**config.mk**
```make
export PLATFORM = sky130hd
export DESIGN_NAME = xor_frame_parity
export DESIGN_NICKNAME = d
export VERILOG_FILES = /design/src/rtl/xor_parity_pkg.sv /design/src/rtl/xor_frame_parity.sv
export SDC_FILE = /design/constraint.sdc
export NUM_CORES = 1
export LEC_CHECK = 0
export ABC_AREA = 1
export CORE_MARGIN = 3
export CORE_UTILIZATION = 30
export DETAILED_ROUTE_END_ITERATION = 12
export RECOVER_POWER = 25
export SYNTH_ARGS = -nofsm -noshare
export SYNTH_HDL_FRONTEND = slang
export SYNTH_SLANG_ARGS = --single-unit
```
**constraint.sdc**
```tcl
create_clock -name clk -period 3.2 [get_ports clk]
set_input_delay 0.64 -clock clk [delete_from_list [all_inputs] [get_ports clk]]
set_output_delay 0.64 -clock clk [all_outputs]
set_load 0.02 [all_outputs]
```
**src/rtl/xor_parity_pkg.sv**
```systemverilog
// ----------------------------------------------------------------------------
// xor_parity_pkg
// Shared types and constants for the serial frame parity accumulator.
//   state_t          : FSM states of xor_frame_parity (IDLE, ACCUM, HOLD)
//   DEFAULT_MAX_LEN  : default maximum number of bits in one frame
// ----------------------------------------------------------------------------
package xor_parity_pkg;

    typedef enum logic [1:0] {
        IDLE  = 2'd0,   // waiting for the first bit of a frame
        ACCUM = 2'd1,   // frame open, folding bits into the parity
        HOLD  = 2'd2    // frame closed, result presented downstream
    } state_t;

    localparam int DEFAULT_MAX_LEN = 16;

endpackage : xor_parity_pkg

```
**src/rtl/xor_frame_parity.sv**
```systemverilog
// ----------------------------------------------------------------------------
// xor_frame_parity
// Accumulates a serial bit stream into frames and reports, per frame, the XOR
// of all accepted bits, the number of bits and whether the frame was cut off
// at MAX_LEN without an in_last marker.
//
// Parameters
//   MAX_LEN       maximum bits per frame (2..255)
// Ports
//   clk           clock, all state changes on the rising edge
//   reset         synchronous, active-high reset
//   in_valid      upstream offers in_bit / in_last this cycle
//   in_bit        serial data bit
//   in_last       offered bit closes the frame
//   in_ready      block accepts a bit this cycle (0 only while holding a result)
//   out_valid     a frame result is presented
//   out_ready     downstream takes the presented result
//   out_parity    XOR of all bits of the frame
//   out_count     number of bits in the frame
//   out_too_long  frame was truncated at MAX_LEN
// ----------------------------------------------------------------------------
module xor_frame_parity
    import xor_parity_pkg::*;
#(
    parameter int MAX_LEN = DEFAULT_MAX_LEN
) (
    input  logic                             clk,
    input  logic                             reset,
    input  logic                             in_valid,
    input  logic                             in_bit,
    input  logic                             in_last,
    output logic                             in_ready,
    output logic                             out_valid,
    input  logic                             out_ready,
    output logic                             out_parity,
    output logic [$clog2(MAX_LEN+1)-1:0]     out_count,
    output logic                             out_too_long
);

    localparam int            CW        = $clog2(MAX_LEN + 1);
    localparam logic [CW-1:0] MAX_COUNT = CW'(MAX_LEN);

    state_t          r_state;
    logic            r_parity;
    logic [CW-1:0]   r_count;
    logic            r_too_long;
    logic            r_out_valid;

    state_t          w_next_state;
    logic            w_next_parity;
    logic [CW-1:0]   w_next_count;
    logic            w_next_too_long;
    logic            w_in_ready;
    logic            w_accept;
    logic [CW-1:0]   w_count_inc;

    // Ready depends on the state register only, so there is no combinational
    // path from any input to in_ready.
    assign w_in_ready  = (r_state != HOLD);
    assign w_accept    = in_valid && w_in_ready;
    assign w_count_inc = r_count + CW'(1);

    // NOTE: every signal written here gets a default first, so no path through
    // the case leaves one unassigned and no latch is inferred.
    always_comb begin
        w_next_state    = r_state;
        w_next_parity   = r_parity;
        w_next_count    = r_count;
        w_next_too_long = r_too_long;

        case (r_state)
            IDLE: begin
                if (w_accept) begin
                    w_next_parity = in_bit;
                    w_next_count  = CW'(1);
                    w_next_state  = in_last ? HOLD : ACCUM;
                end
            end

            ACCUM: begin
                if (w_accept) begin
                    w_next_parity = r_parity ^ in_bit;
                    w_next_count  = w_count_inc;
                    if (in_last || (w_count_inc == MAX_COUNT)) begin
                        w_next_state = HOLD;
                    end
                    // Truncation is flagged only when the length limit, not
                    // the in_last marker, closes the frame.
                    w_next_too_long = !in_last && (w_count_inc == MAX_COUNT);
                end
            end

            HOLD: begin
                if (out_ready) begin
                    w_next_state    = IDLE;
                    w_next_parity   = 1'b0;
                    w_next_count    = '0;
                    w_next_too_long = 1'b0;
                end
            end

            default: begin
                w_next_state    = IDLE;
                w_next_parity   = 1'b0;
                w_next_count    = '0;
                w_next_too_long = 1'b0;
            end
        endcase
    end

    // NOTE: state is updated with non-blocking assignments so every register
    // samples the pre-edge values, independent of statement order.
    always_ff @(posedge clk) begin
        if (reset) begin
            r_state     <= IDLE;
            r_parity    <= 1'b0;
            r_count     <= '0;
            r_too_long  <= 1'b0;
            r_out_valid <= 1'b0;
        end else begin
            r_state     <= w_next_state;
            r_parity    <= w_next_parity;
            r_count     <= w_next_count;
            r_too_long  <= w_next_too_long;
            // Registered copy of "next state is HOLD" so out_valid comes
            // straight from a flop and rises one cycle after the closing bit.
            r_out_valid <= (w_next_state == HOLD);
        end
    end

    assign in_ready     = w_in_ready;
    assign out_valid    = r_out_valid;
    assign out_parity   = r_parity;
    assign out_count    = r_count;
    assign out_too_long = r_too_long;

endmodule : xor_frame_parity
```
[Word-level counts from Yosys, hierarchy flattened]
Cells that the tools add are included.
Word-level totals
  output and inout port bits: 9
  word-level logic and storage cells: 39
  register bits: 10
  input bits: 6
Cells by class
  $add $sub $neg: 1
  equality and inequality tests: 8
  muxes and demuxes: 16
  reduce and logical (&&, ||, !) cells: 7
  bitwise operators: 2
Operators by type and width (number)
  5-bit two-way mux: 3
  5-bit case mux with 3 select lines: 1
  2-bit two-way mux: 5
  2-bit inequality test, second input constant: 4
  1-bit case mux with 3 select lines: 2
  2-bit case mux with 3 select lines: 1
  3-bit AND reduction: 2
  5-bit by 1-bit adder with 5-bit output, second input constant: 1
  5-bit equality test, second input constant: 1
  2-bit equality test, second input constant: 2
  1-bit two-way mux: 4
  2-bit by 1-bit equality test with 1-bit output, second input constant: 1
  1-bit logical AND: 2
  2-bit zero test: 1
  1-bit zero test: 1
  1-bit logical OR: 1
  1-bit inverter: 1
  1-bit XOR: 1

[Depth between registers and ports, before layout]
Gate-level depths: netlist of run 1.
  depth after elaboration: 7
  mapped depth: 9
  mapped depth without buffers: 9

[Worst setup path before layout of run 1]
No wires, ideal clock.
  path kind: reg-to-reg
  from: register r_count[0], in the netlist out_count[0]
  to: register r_out_valid, in the netlist out_valid
  clock period less this slack: 1342 ps
  stages on the path, launching flop included: 9
  path buffers: 0
  data arrival time: 1207 ps
  setup time: 135 ps
  path slack: 1858 ps
  data required time: 3065 ps
  cells stage by stage: dfxtp_1 > ha_1 > nand3_1 > nand2_1 > nand2_1 > nand3_1 > nand2_1 > nand3_1 > a21oi_1
Between the ends
  word-level cells in the longest chain between the ends: 7
Ends and longest elaborated chain
  start: declaration: RTL line xor_frame_parity.sv:45  | logic [CW-1:0] r_count;
  start signal: assignment: RTL line xor_frame_parity.sv:123  | r_count <= w_next_count;
  5-bit by 1-bit adder with 5-bit output: RTL line xor_frame_parity.sv:61  | assign w_count_inc = r_count + CW'(1);
  5-bit equality test: RTL line xor_frame_parity.sv:84  | if (in_last || (w_count_inc == MAX_COUNT)) begin
  1-bit logical OR: RTL line xor_frame_parity.sv:84
  2-bit two-way mux: RTL line xor_frame_parity.sv:84
  2-bit two-way mux: RTL line xor_frame_parity.sv:81  | if (w_accept) begin
  2-bit case mux with 3 select lines: RTL line xor_frame_parity.sv:71  | case (r_state)
  2-bit equality test: RTL line xor_frame_parity.sv:127  | r_out_valid <= (w_next_state == HOLD);
  end signal: assignment: RTL line xor_frame_parity.sv:127
  end: declaration: RTL line xor_frame_parity.sv:47  | logic r_out_valid;
No other way between the ends.
A chain may end at the register's enable or synchronous reset.

[Worst setup path after layout of run 1]
  from: register r_state[0]
  to: output in_ready
Between the ends
  word-level cells in the longest chain between the ends: 1
Ends and longest elaborated chain
  start: declaration: RTL line xor_frame_parity.sv:43  | state_t r_state;
  start signal: assignment: RTL line xor_frame_parity.sv:121  | r_state <= w_next_state;
  2-bit inequality test: RTL line xor_frame_parity.sv:59  | assign w_in_ready = (r_state != HOLD);
  end: declaration: RTL line xor_frame_parity.sv:32  | output logic in_ready,
No other way between the ends.

==> impl_results.md, run 1 <==
- Outcome: finished clean
- Final Hold Viols: 0
- Avg Vias per Cell: between 5 and 6
- Crit Path Class: flip-flop to output port
- Max Clock Freq: around 0.48 GHz
- # Max-Cap Violations: 0
- Reg clk slew, reported paths: about 60 ps
- Drt pass-1 iters: 4
- Max rail drop VDD: 209 uV
- Post-Syn Area: roughly 520 um2
- Inst Count DP: between 100 and 150
- RSZ-0062 raised after global routing: false
- Routed len/inst: 11.1 um
- Total wire length: about 1.2 mm
- Fillers: about 160
- Worst slew margin: 0.417
- CORE AREA: about 1600 um2
- Final setup fails: 0
- Cts repair resizes: 0
- Starting Density: 0.332
- # H-tree levels: 1
- Vias in the first global route: ~440
- CTS Sinks: 10
- Post-DP HPWL: slightly below 900 um
- Diodes inserted: 0
- CTS tree: yes
- GRT Util Overall: 0.125
- First-pass GRT wire length: 1.91 mm
- Avg Cell Area, Syn: between 7 and 8 um2
- Die W: roughly 48 um
- Finished Layout Cells: 105
- IO buf count: 14
- Seq/Total Area, Yosys: 0.383
- Chip height: ~48 um
- Netlist cell types: 21
- Tcrit/Tclk final: 0.652
- Pint: 0.196 mW
- Via count: around 530
- Clock power frac: 0.310
- Synth Net Count: 80
- Fin nets: 98
- Slack of the critical path: about 1100 ps
- Die area: between 2000 and 2500 um2
- Post-CTS Setup Bufs: 0
- Worst Max-Slew Pin Slew: around 870 ps
- Placed Area: 679 um2
- Worst Setup End Kind: output port
- CTS Buf Count: 3
- Crit path arrival time: ~1500 ps
- Worst Setup Slack post-DPL: 1130 ps
- Setup TNS: 0 ps
- Latest clock arrival within the worst-skew pair: about 260 ps
- Switching share of power: 0.274
- Hold Path Class: flip-flop to flip-flop
- Crit start category: flip-flop
- Final ANT Viol Nets: 0
- Cells after Synth: between 70 and 80
- CTS root buffer: clkbuf_4
- Overall power: ~0.27 mW
- CP required: about 2600 ps
- Syn. warnings: 0
- Comb pwr share: 0.183
- # rows: 14
- Placer Congestion: around 0.8
- Pin count of the biggest net entering global routing: 11
- Initial antenna violation count: 0
- #FFs+latches synth: 10
- Post-route DRC: 0
- Share of post-route cells with drive strength above 1: 0.112
- Max Slew Vio Count: 0
- Worst-path fanout max: 5
- Final Cell Area: 698 um2
- Drt initial violations: 12
- Flop pwr share: 0.507
- Io pins: 15
- Lkg Pwr: between 0.2 and 0.3 nW
- Clk buf depth: 2
- Clock skew: ~4.3 ps
- Switching power: between 0.07 and 0.08 mW
- GR Overflow Total: 0
- Count of hold buffers inserted by post-cts repair: 0
- Layout area overhead: 33.5%
- Period minus WS final: ~2100 ps
- PD cells: 386 nW/um2
[cells in the final DEF (no fill, tap or decap), types with 2 or more instances in the layout]
| cell type | count |
|---|---|
| nand2_1 | 14 |
| clkdlybuf4s50_1 | 13 |
| dfxtp_1 | 10 |
| inv_1 | 9 |
| nand3_1 | 7 |
| a21oi_1 | 7 |
| nor2_1 | 6 |
| nand2_2 | 3 |
| nand4_1 | 3 |
| clkbuf_4 | 3 |
| nor3_1 | 2 |
[area by class of cell]
class,instances,area [um2],area share
sequential,10,200,0.287
timing repair buffer,14,140,0.201
clock buffer,3,22.5,0.0323
tap,16,20.0,0.0287
inverter,10,40.0,0.0573
multi-input combinational,52,275,0.394
[cell usage after synthesis, drive strengths merged]
| cell type | n | area (um2) |
|---|---|---|
| a21o | 1 | 7.51 |
| o21ai | 1 | 8.76 |
| nand2 | 17 | 71.3 |
| o21bai | 1 | 7.51 |
| ha | 1 | 12.5 |
| a22oi | 1 | 7.51 |
| or2 | 1 | 8.76 |
| nand3b | 1 | 7.51 |
| nand3 | 7 | 35.0 |
| o31ai | 1 | 7.51 |
| nand4 | 3 | 18.8 |
| buf | 1 | 3.75 |
| nor2 | 6 | 22.5 |
| dfxtp | 10 | 200 |
| nor3 | 3 | 20.0 |
| a21oi | 8 | 43.8 |
| inv | 10 | 40.0 |
[power groups by stage]
stage / combinational, mW / sequential (mW) / clock, mW
after global placement: 0.0502 / 0.139 / 0
after detailed placement: 0.0505 / 0.139 / 0
final: 0.0493 / 0.137 / 0.0835
after CTS: 0.0507 / 0.136 / 0.0876
after floorplan: 0.0263 / 0.142 / 0
after global routing: 0.0542 / 0.137 / 0.0960
[layer usage]
layer  vias up  global-route usage  routed length [um]
met5         -                   0                   0
met1       236               0.157                 549
met4         0              0.0645                  19
met2        13               0.172                 539
met3         2              0.0677                  61
li1        278                   -                   -
[sequential cells by signal, indices dropped and copies added (netlist names)]
| register | flops |
|---|---|
| out_parity | 1 |
| r_state | 2 |
| out_count | 5 |
| out_too_long | 1 |
| out_valid | 1 |
[through the flow]
| stage | utilization | hold WS, ps |
|---|---|---|
| after floorplan | - | 474 |
| after global placement | 0.431 | 460 |
| after detailed placement | 0.431 | 465 |
| after CTS | 0.445 | 475 |
| after global routing | 0.443 | 488 |
| final | 0.443 | 473 |
[final timing paths]
path                                                start  cells after the start                        end  slack [ps]
worst max register to register      r_state[1]$_SDFF_PP0_                      7  out_too_long$_SDFFE_PP0P_        1690
worst min register to register  out_too_long$_SDFFE_PP0P_                      2  out_too_long$_SDFFE_PP0P_         470
worst max-delay path                r_state[0]$_SDFF_PP0_                      3                   in_ready        1110
worst min-delay path            out_too_long$_SDFFE_PP0P_                      2  out_too_long$_SDFFE_PP0P_         470
[critical path: stages, from the launching register on]
cell and delay, ps:
dfxtp_1 390, inv_1 120, nand2_2 80, clkdlybuf4s50_1 600
[cells by family after synthesis]
family                     share of synthesized area
buffers and inverters                         0.0837
DFF                                            0.383
adders and majority gates                     0.0239
AOI/OAI and AO/OA                              0.158
and+or+nand+nor                                0.352
(Power assumes the default switching activity.)
==> run 2: changes to the inputs <==
Clock period 3.2 ns to 2.1 ns, I/O delays scaled along.
==> results of run 2 <==
The final DEF is identical to that of run 1. Status: finished clean.
Main changes from that run: setup slack after placement 1130 ps -> 249 ps; setup slack after layout 1110 ps -> 232 ps; register-to-register setup slack 1690 ps -> 590 ps; total power 0.269 mW -> 0.410 mW; worst IR drop on VDD 209 uV -> 318 uV
==> run 3: changes to the inputs <==
Settings changed: CTS_BUF_LIST set to sky130_fd_sc_hd__clkbuf_4.
==> results of run 3 <==
The final DEF is identical to that of run 1. Status: finished clean.
Main changes from that run: setup slack after placement 1130 ps -> 249 ps; setup slack after layout 1110 ps -> 232 ps; register-to-register setup slack 1690 ps -> 590 ps; total power 0.269 mW -> 0.410 mW; worst IR drop on VDD 209 uV -> 318 uV
